$ cat src/rtl/wb_multi_port_arbiter.sv
// ---------------------------------------------------------------------------
// wb_multi_port_arbiter
//
// Shares one downstream Wishbone memory port between NUM_PORTS upstream
// masters. Each transaction runs IDLE -> ISSUE -> RESPOND -> IDLE, so with a
// zero-wait memory one transaction completes every three cycles. Every output
// is driven straight from a flop.
//
// Build option:
//   WB_ARB_ROUND_ROBIN_EN  defined   : round-robin arbitration. The priority
//                                      pointer names the highest-priority
//                                      port and moves to winner+1 (mod
//                                      NUM_PORTS) each time a transaction is
//                                      issued.
//                          undefined : fixed priority, lowest index wins.
//
// Ports:
//   clk, rst_n          clock (rising edge), asynchronous active-low reset
//   wishbone_cyc_i      per-port bus cycle
//   wishbone_stb_i      per-port strobe
//   wishbone_we_i       per-port write enable
//   wishbone_addr_i     packed addresses, port p at [p*ADDR_WIDTH +: ADDR_WIDTH]
//   wishbone_mosi_i     packed write data, port p at [p*WORD_SIZE +: WORD_SIZE]
//   wishbone_ack_o      per-port one-cycle acknowledge
//   wishbone_miso_o     read data shared by all ports, valid with any ack
//   memory_cyc_o/stb_o  downstream request (both high for the whole ISSUE)
//   memory_we_o         downstream write enable
//   memory_addr_o       downstream address
//   memory_mosi_o       downstream write data
//   memory_ack_i        downstream acknowledge (ignored outside ISSUE)
//   memory_miso_i       downstream read data
//   grant_o             index of the port owning the current transaction
// ---------------------------------------------------------------------------
module wb_multi_port_arbiter #(
    parameter int NUM_PORTS  = 3,
    parameter int WORD_SIZE  = 256,
    parameter int ADDR_WIDTH = 32
) (
    input  logic                                                 clk,
    input  logic                                                 rst_n,
    input  logic [NUM_PORTS-1:0]                                 wishbone_cyc_i,
    input  logic [NUM_PORTS-1:0]                                 wishbone_stb_i,
    input  logic [NUM_PORTS-1:0]                                 wishbone_we_i,
    input  logic [NUM_PORTS*ADDR_WIDTH-1:0]                      wishbone_addr_i,
    input  logic [NUM_PORTS*WORD_SIZE-1:0]                       wishbone_mosi_i,
    output logic [NUM_PORTS-1:0]                                 wishbone_ack_o,
    output logic [WORD_SIZE-1:0]                                 wishbone_miso_o,
    output logic                                                 memory_cyc_o,
    output logic                                                 memory_stb_o,
    output logic                                                 memory_we_o,
    output logic [ADDR_WIDTH-1:0]                                memory_addr_o,
    output logic [WORD_SIZE-1:0]                                 memory_mosi_o,
    input  logic                                                 memory_ack_i,
    input  logic [WORD_SIZE-1:0]                                 memory_miso_i,
    output logic [((NUM_PORTS > 1) ? $clog2(NUM_PORTS) : 1)-1:0] grant_o
);

    localparam int GW = (NUM_PORTS > 1) ? $clog2(NUM_PORTS) : 1;

    typedef enum logic [1:0] {
        ST_IDLE    = 2'd0,
        ST_ISSUE   = 2'd1,
        ST_RESPOND = 2'd2
    } state_t;

    // Index of the lowest set bit of v (0 when v is empty).
    function automatic logic [GW-1:0] pick_lowest(input logic [NUM_PORTS-1:0] v);
        logic [GW-1:0] idx;
        idx = {GW{1'b0}};
        for (int p = NUM_PORTS - 1; p >= 0; p--) begin
            if (v[p]) begin
                idx = GW'(p);
            end else begin
                idx = idx;
            end
        end
        return idx;
    endfunction

    // One-hot vector with only bit idx set.
    function automatic logic [NUM_PORTS-1:0] one_hot(input logic [GW-1:0] idx);
        logic [NUM_PORTS-1:0] v;
        v = {NUM_PORTS{1'b0}};
        for (int p = 0; p < NUM_PORTS; p++) begin
            if (GW'(p) == idx) begin
                v[p] = 1'b1;
            end else begin
                v[p] = 1'b0;
            end
        end
        return v;
    endfunction

    state_t                  state_r,  state_nxt_s;
    logic [GW-1:0]           grant_r,  grant_nxt_s;
    logic [ADDR_WIDTH-1:0]   addr_r,   addr_nxt_s;
    logic [WORD_SIZE-1:0]    mosi_r,   mosi_nxt_s;
    logic                    we_r,     we_nxt_s;
    logic                    mreq_r,   mreq_nxt_s;
    logic [WORD_SIZE-1:0]    miso_r,   miso_nxt_s;
    logic [NUM_PORTS-1:0]    ack_r,    ack_nxt_s;
    logic                    abort_r,  abort_nxt_s;
    logic                    abort_s;

    logic [NUM_PORTS-1:0]    req_s;
    logic [GW-1:0]           win_s;
    logic [ADDR_WIDTH-1:0]   sel_addr_s;
    logic [WORD_SIZE-1:0]    sel_mosi_s;
    logic                    sel_we_s;

`ifdef WB_ARB_ROUND_ROBIN_EN
    logic [GW-1:0]           ptr_r,    ptr_nxt_s;
    logic [NUM_PORTS-1:0]    mask_s;
`endif

    // Winner selection and the winner's request fields.
    always_comb begin
        req_s = wishbone_cyc_i & wishbone_stb_i;
`ifdef WB_ARB_ROUND_ROBIN_EN
        // Ports at or above the pointer are searched first, then wrap to 0.
        mask_s = {NUM_PORTS{1'b0}};
        for (int p = 0; p < NUM_PORTS; p++) begin
            mask_s[p] = (p >= int'(ptr_r));
        end
        if ((req_s & mask_s) != {NUM_PORTS{1'b0}}) begin
            win_s = pick_lowest(req_s & mask_s);
        end else begin
            win_s = pick_lowest(req_s);
        end
`else
        win_s = pick_lowest(req_s);
`endif
        sel_addr_s = {ADDR_WIDTH{1'b0}};
        sel_mosi_s = {WORD_SIZE{1'b0}};
        sel_we_s   = 1'b0;
        for (int p = 0; p < NUM_PORTS; p++) begin
            if (win_s == GW'(p)) begin
                sel_addr_s = wishbone_addr_i[p*ADDR_WIDTH +: ADDR_WIDTH];
                sel_mosi_s = wishbone_mosi_i[p*WORD_SIZE +: WORD_SIZE];
                sel_we_s   = wishbone_we_i[p];
            end else begin
                sel_addr_s = sel_addr_s;
                sel_mosi_s = sel_mosi_s;
                sel_we_s   = sel_we_s;
            end
        end
    end

    // FSM next-state and next values of every output register.
    always_comb begin
        state_nxt_s = state_r;
        grant_nxt_s = grant_r;
        addr_nxt_s  = addr_r;
        mosi_nxt_s  = mosi_r;
        we_nxt_s    = we_r;
        mreq_nxt_s  = mreq_r;
        miso_nxt_s  = miso_r;
        ack_nxt_s   = {NUM_PORTS{1'b0}};
        abort_nxt_s = abort_r;
`ifdef WB_ARB_ROUND_ROBIN_EN
        ptr_nxt_s   = ptr_r;
`endif
        // The owner has abandoned the transaction if it dropped cyc at any
        // point during ISSUE, including the cycle the memory acknowledges.
        abort_s     = abort_r | ~wishbone_cyc_i[grant_r];

        case (state_r)
            ST_IDLE: begin
                if (req_s != {NUM_PORTS{1'b0}}) begin
                    state_nxt_s = ST_ISSUE;
                    grant_nxt_s = win_s;
                    addr_nxt_s  = sel_addr_s;
                    mosi_nxt_s  = sel_mosi_s;
                    we_nxt_s    = sel_we_s;
                    mreq_nxt_s  = 1'b1;
                    abort_nxt_s = 1'b0;
`ifdef WB_ARB_ROUND_ROBIN_EN
                    if (int'(win_s) == NUM_PORTS - 1) begin
                        ptr_nxt_s = {GW{1'b0}};
                    end else begin
                        ptr_nxt_s = win_s + GW'(1);
                    end
`endif
                end else begin
                    state_nxt_s = ST_IDLE;
                end
            end
            ST_ISSUE: begin
                if (memory_ack_i) begin
                    state_nxt_s = ST_RESPOND;
                    mreq_nxt_s  = 1'b0;
                    if (abort_s) begin
                        // Data for a departed master is dropped.
                        ack_nxt_s  = {NUM_PORTS{1'b0}};
                        miso_nxt_s = miso_r;
                    end else begin
                        ack_nxt_s  = one_hot(grant_r);
                        miso_nxt_s = memory_miso_i;
                    end
                end else begin
                    abort_nxt_s = abort_s;
                end
            end
            ST_RESPOND: begin
                state_nxt_s = ST_IDLE;
            end
            default: begin
                state_nxt_s = ST_IDLE;
                mreq_nxt_s  = 1'b0;
            end
        endcase
    end

    // State and output registers; reset abandons any transaction in flight.
    always_ff @(posedge clk or negedge rst_n) begin
        if (!rst_n) begin
            state_r <= ST_IDLE;
            grant_r <= {GW{1'b0}};
            addr_r  <= {ADDR_WIDTH{1'b0}};
            mosi_r  <= {WORD_SIZE{1'b0}};
            we_r    <= 1'b0;
            mreq_r  <= 1'b0;
            miso_r  <= {WORD_SIZE{1'b0}};
            ack_r   <= {NUM_PORTS{1'b0}};
            abort_r <= 1'b0;
`ifdef WB_ARB_ROUND_ROBIN_EN
            ptr_r   <= {GW{1'b0}};
`endif
        end else begin
            state_r <= state_nxt_s;
            grant_r <= grant_nxt_s;
            addr_r  <= addr_nxt_s;
            mosi_r  <= mosi_nxt_s;
            we_r    <= we_nxt_s;
            mreq_r  <= mreq_nxt_s;
            miso_r  <= miso_nxt_s;
            ack_r   <= ack_nxt_s;
            abort_r <= abort_nxt_s;
`ifdef WB_ARB_ROUND_ROBIN_EN
            ptr_r   <= ptr_nxt_s;
`endif
        end
    end

    assign wishbone_ack_o  = ack_r;
    assign wishbone_miso_o = miso_r;
    assign memory_cyc_o    = mreq_r;
    assign memory_stb_o    = mreq_r;
    assign memory_we_o     = we_r;
    assign memory_addr_o   = addr_r;
    assign memory_mosi_o   = mosi_r;
    assign grant_o         = grant_r;

endmodule
$ cat config.mk
export PLATFORM = sky130hd
export DESIGN_NAME = wb_multi_port_arbiter
export DESIGN_NICKNAME = d
export VERILOG_FILES = /design/src/rtl/wb_multi_port_arbiter.sv
export SDC_FILE = /design/constraint.sdc
export NUM_CORES = 1
export LEC_CHECK = 0
export CAP_MARGIN = 10
export CORE_AREA = 5 5 655 657
export CTS_CLUSTER_DIAMETER = 40
export CTS_CLUSTER_SIZE = 16
export DETAILED_ROUTE_END_ITERATION = 10
export DIE_AREA = 0 0 660 662
export RECOVER_POWER = 50
export SKIP_LAST_GASP = 1
export SLEW_MARGIN = 20
export SYNTH_ARGS = -nofsm -noshare
export SYNTH_HDL_FRONTEND = slang
export SYNTH_SLANG_ARGS = --single-unit
$ cat constraint.sdc
create_clock -name clk -period 2.8 [get_ports clk]
set_clock_uncertainty 0.2 [all_clocks]
set_input_delay 0.42 -clock clk [delete_from_list [all_inputs] [get_ports clk]]
set_output_delay 0.42 -clock clk [all_outputs]
set_load 0.005 [all_outputs]
# [Yosys cells after proc, flatten, opt, wreduce, memory -nomap -nowiden]
# Cells that the tools add are included.
[classes] n_lt_le_gt_ge=1 eq_ne=9 n_mux=29 n_bitwise=5 n_reduce_logical=9
[ops] op="256-bit 2-to-1 mux" n=3
[ops] op="32-bit 2-to-1 mux" n=3
[ops] op="1-bit 2-to-1 mux" n=12
[ops] op="3-bit 2-to-1 mux" n=3
[ops] op="3-bit AND reduction" n=3
[ops] op="2-bit 2-to-1 mux" n=4
[ops] op="2-bit zero test" n=3
[ops] op="2-bit inequality test, second input constant" n=3
[ops] op="2-bit by 1-bit equality test with 1-bit output, second input constant" n=2
[ops] op="2-bit equality test, second input constant" n=2
[ops] op="2-bit one-hot mux with 2 select lines" n=1
[ops] op="3-bit bitwise AND" n=1
[ops] op="2-bit by 3-bit < comparator with 1-bit output, second input constant" n=1
[ops] op="1-bit inverter" n=3
[ops] op="1-bit one-hot mux with 3 select lines" n=1
[ops] op="3-bit nonzero test" n=1
[ops] op="1-bit binary-select mux with 2-bit select" n=1
[ops] op="1-bit by 2-bit equality test with 1-bit output, first input constant" n=1
[ops] op="2-bit equality test, first input constant" n=1
[ops] op="1-bit one-hot mux with 2 select lines" n=1
[ops] op="2-bit AND reduction" n=1
[ops] op="2-bit nonzero test" n=1
[ops] op="1-bit OR" n=1
[totals] register_bits=554 in_bits=1132 output_inout_bits=552 wordCells=62

# [Longest topological paths before layout]
[depth] depth_word=8 mapped_depth=8 mapped_depth_nobuf=4

# [Worst setup path before layout]
# OpenSTA, ideal clock, no wires.
[synth_timing] path_kind="input to register" from="in wishbone_cyc_i[2]" to="reg mosi_r[222] (netlist: memory_mosi_o[222])" setup_time_ps=126 arrival_time_ps=1566 t_required_ps=2474 path_slack_ps=908 stages=8 path_buffers=4 path_cell_list="and2_1 -> clkbuf_1 -> and2_1 -> buf_2 -> buf_4 -> buf_2 -> a211oi_1 -> o2bb2ai_1"
[synth_via] elab_chain_len=8 word_cells_on_any_way=12 classes_between="2 x eq/ne; 6 x mux; 1 x bitwise; 3 x reduce/logical"
[synth_lines] item="from (decl)" line_no="41" rtl="input logic [NUM_PORTS-1:0] wishbone_cyc_i,"
[synth_lines] item="3-bit bitwise AND (*)" line_no="118" rtl="req_s = wishbone_cyc_i & wishbone_stb_i;"
[synth_lines] item="2-bit 2-to-1 mux (3 in series)" line_no="71" rtl="if (v[p]) begin"
[synth_lines] item="2-bit zero test" line_no="137" rtl="if (win_s == GW'(p)) begin"
[synth_lines] item="256-bit 2-to-1 mux (3 in series)" line_no="137"
[synth_lines] item="to (signal assigned)" line_no="220" rtl="mosi_r <= {WORD_SIZE{1'b0}};"
[synth_lines] item="to (signal assigned)" line_no="233" rtl="mosi_r <= mosi_nxt_s;"
[synth_lines] item="to (decl)" line_no="97" rtl="logic [WORD_SIZE-1:0] mosi_r, mosi_nxt_s;"
# Every way passes the cells marked *; elsewhere a longest branch is shown, timed or not.
# A chain may end at the register's enable or synchronous reset.

# [Final worst setup path]
[layout_timing] from="in wishbone_stb_i[0]" to="reg mosi_r[22] (netlist: memory_mosi_o[22])"
[layout_via] elab_chain_len=6 word_cells_on_any_way=10 classes_between="2 x eq/ne; 4 x mux; 1 x bitwise; 3 x reduce/logical"
[layout_lines] item="from (decl)" line_no="42" rtl="input logic [NUM_PORTS-1:0] wishbone_stb_i,"
[layout_lines] item="3-bit bitwise AND (*)" line_no="118"
[layout_lines] item="2-bit 2-to-1 mux" line_no="71"
[layout_lines] item="2-bit zero test" line_no="137"
[layout_lines] item="256-bit 2-to-1 mux (3 in series)" line_no="137"
# Marks and branches as above.

==> flow_summary.yaml <==
status:
  outcome: "finished with violations"
  violations: "slew limit"
drt:
  dr_wl_met3_um: 57400
  drtPass1Iterations: 6
  wl_per_cell_um: 38.6
  highest_layer: "met5"
  drt_iter0_drc: 2551
  postRouteAntennaNets: 0
  via_count: 33359
  met2_length_um: 188000
  via_per_inst: 3.22
  drc: 0
  wirelength_um: 401000
  wl_met1_um: 136000
clock_network:
  post_cts.repair.setup_buffers: 0
  htree_levels: 4
  cts-root-buf: "clkbuf_16"
  clk_latency_ps: 810
  cts_max_path_buffers: 4
  cts_tree: "done"
  clock-sinks: 554
  cts_made_buffers: 146
  cts.clk_slew.worst_paths_ps: 40
sta:
  hold_viol: 0
  fin_crit_sh: 0.996
  finalSetupViolations: 0
  fmax_ghz: 0.359
  period_minus_slack_ps: 2790
  slew_violations: 31
  rsz0062_at_grt: "no"
  tightest_slew_ps: 1510
  max_slew_margin: -0.00889
floorplanning:
  fp.dieW_um: 660
  dieHeight_um: 662
  die-area_mm2: 0.437
  ios: 1684
  num_rows: 239
  core_area_mm2: 0.422
  initial_core_util: 0.0637
synth:
  synth_most_common_cell: "dfrtp_1"
  synth_area_leader_cell: "dfrtp_1"
  yosys_warnings: 0
  synthesis.area_per_instance_um2: 11.9
  synth_flop_cell: "dfrtp_1"
  synth.distinct_cells: 31
  syn-num-nets: 3385
  async_reset_ff_frac: 1.00
  syn_area_mm2: 0.0269
  synth-edff-count: 0
  ys_seq_area_frac: 0.515
  ys_seq_elements: 554
  synth_top_area_frac: 0.515
  synth_common_cells: "dfrtp_1, a211oi_1, and3_1, o21ai_0, o2bb2ai_1"
  synthCells: 2253
  netlist_top_cells_area: "dfrtp_1, mux2_4, o2bb2ai_1, a211oi_1, and3_1"
global_routing:
  grt_antenna_before_repair: 575
  grt_pass1_wl_um: 471000
  grt_overflow_total: 0
  grtUsageTotal: 0.175
  grt_max_degree: 73
  first_global_vias: 32329
pwr:
  p_leak_nw: 23.5
  p_per_area_mw_per_mm2: 977
  ir_drop_v: 0.000473
placement:
  place_congestion: 0.938
  place_area_mm2: 0.0522
  io_buffers: 1683
  hpwl_um: 360000
worst_setup_path:
  critPathRequiredTime_ps: 3370
  cp-end-kind: "flip-flop"
  crit_fanout: 37
  critPathKind: "in -> reg"
  critical_path.startpoint_type: "primary input"
  arrival_ps: 3360
layout:
  area_growth_pct: 125
  fin_util: 0.144
  nFillCells: 47618
  final_nets: 5538
  drive_gt1_frac: 0.162
  fin_area_mm2: 0.0606
min_path:
  hold_class: "in -> reg"
job:
  maxCapViolCount: 0
-- layer usage --
metal  vias to the layer above  GRT usage
li1                      13320          -
met1                     16108      0.174
met2                      2400      0.287
met3                      1131      0.118
met4                       400     0.0677
met5                         -          0
-- path summary, 6_finish.rpt --
path / from / end / slack [ps] / cells after the start
setup / recovery: wishbone_stb_i[0] / memory_mosi_o[22] / 10 / 9
hold / removal: memory_miso_i[210] / wishbone_miso_o[210] / 80 / 2
setup reg to reg: state_r[1] / memory_mosi_o[118] / 170 / 9
hold reg to reg: memory_mosi_o[25] / memory_mosi_o[25] / 280 / 1
max in group asynchronous: rst_n / memory_mosi_o[169] / 220 / 4
min in group asynchronous: rst_n / memory_mosi_o[115] / 530 / 3
-- power breakdown --
part | total (mW) | switching (mW) | internal [mW]
clock network | 18.0 | 5.89 | 12.1
logic | 26.2 | 12.8 | 13.3
registers | 15.0 | 3.01 | 12.0
total | 59.2 | 21.7 | 37.5
-- cell type report --
class                   count  area, µm²  share of cell area
multi-input cells        1445      11900               0.196
inverters                   1       3.75           0.0000619
clock buffers             182       4000              0.0661
well taps                5663       7090               0.117
diodes                    193        483             0.00797
clock inverters            77       1060              0.0175
repair buffers           2258      22200               0.367
flip-flops and latches    554      13900               0.229
-- state kept, by name, indices dropped and copies added (netlist names) --
name,flops
wishbone_miso_o,256
state_r,2
memory_addr_o,32
memory_cyc_o,1
wishbone_ack_o,3
memory_we_o,1
grant_o,2
memory_mosi_o,256
abort_r,1
-- placed cells by master (no fill, tap or decap), types with 3 or more instances in the layout --
master and instances:
clkinv_4 9, o21ai_1 5, buf_4 152, clkinv_2 21, nand2_1 6, mux2_2 55
bufinv_16 22, clkbuf_2 22, buf_12 46, o21ai_0 286, dlygate4sd3_1 321, o2bb2ai_1 288
clkdlybuf4s50_1 1646, buf_2 3, and3_1 288, clkbuf_8 15, clkinvlp_4 13, clkbuf_16 149
inv_6 10, clkbuf_1 66, diode_2 193, mux2_4 200, dfrtp_1 554, a211oi_1 286
dlygate4sd2_1 17
-- through the flow --
step	worst slack (ps)	TNS (ps)	power (mW)	cells	hold slack [ps]
after floorplan	908	0	21.6	2253	-75.6
after global placement	-938	-88050	41.8	9600	272
after detailed placement	-722	-83010	41.8	9601	273
after CTS	1.31	0	61.0	10180	0.244
after global routing	41.7	0	61.6	10291	23.7
final	10.9	0	59.2	10373	78.4
-- worst max-delay path, cell delays in order --
cell,delay (ps)
dlygate4sd3_1,850
nand2_4,110
buf_12,170
nand2_8,100
buf_4,490
buf_4,290
a211oi_1,90
o2bb2ai_1,150
dlygate4sd3_1,570
-- kinds of logic (layout without fill, tap and decap cells) --
| family | after synthesis | after routing | share of synthesized area |
|---|---|---|---|
| buffers and inverters | 254 | 2518 | 0.0465 |
| muxes | 257 | 257 | 0.135 |
| other | 0 | 193 | 0 |
| DFF | 554 | 554 | 0.515 |
| AOI/OAI and AO/OA | 876 | 876 | 0.231 |
| and+or+nand+nor | 312 | 312 | 0.0719 |
-- timing repair --
item	4_1_cts	5_1_grt
endpoints found under the setup margin	17	0
resized for setup	17	0
endpoints found under the hold margin	653	0
hold buffers	320	0
Note: power is estimated with default switching activity, not from simulation.
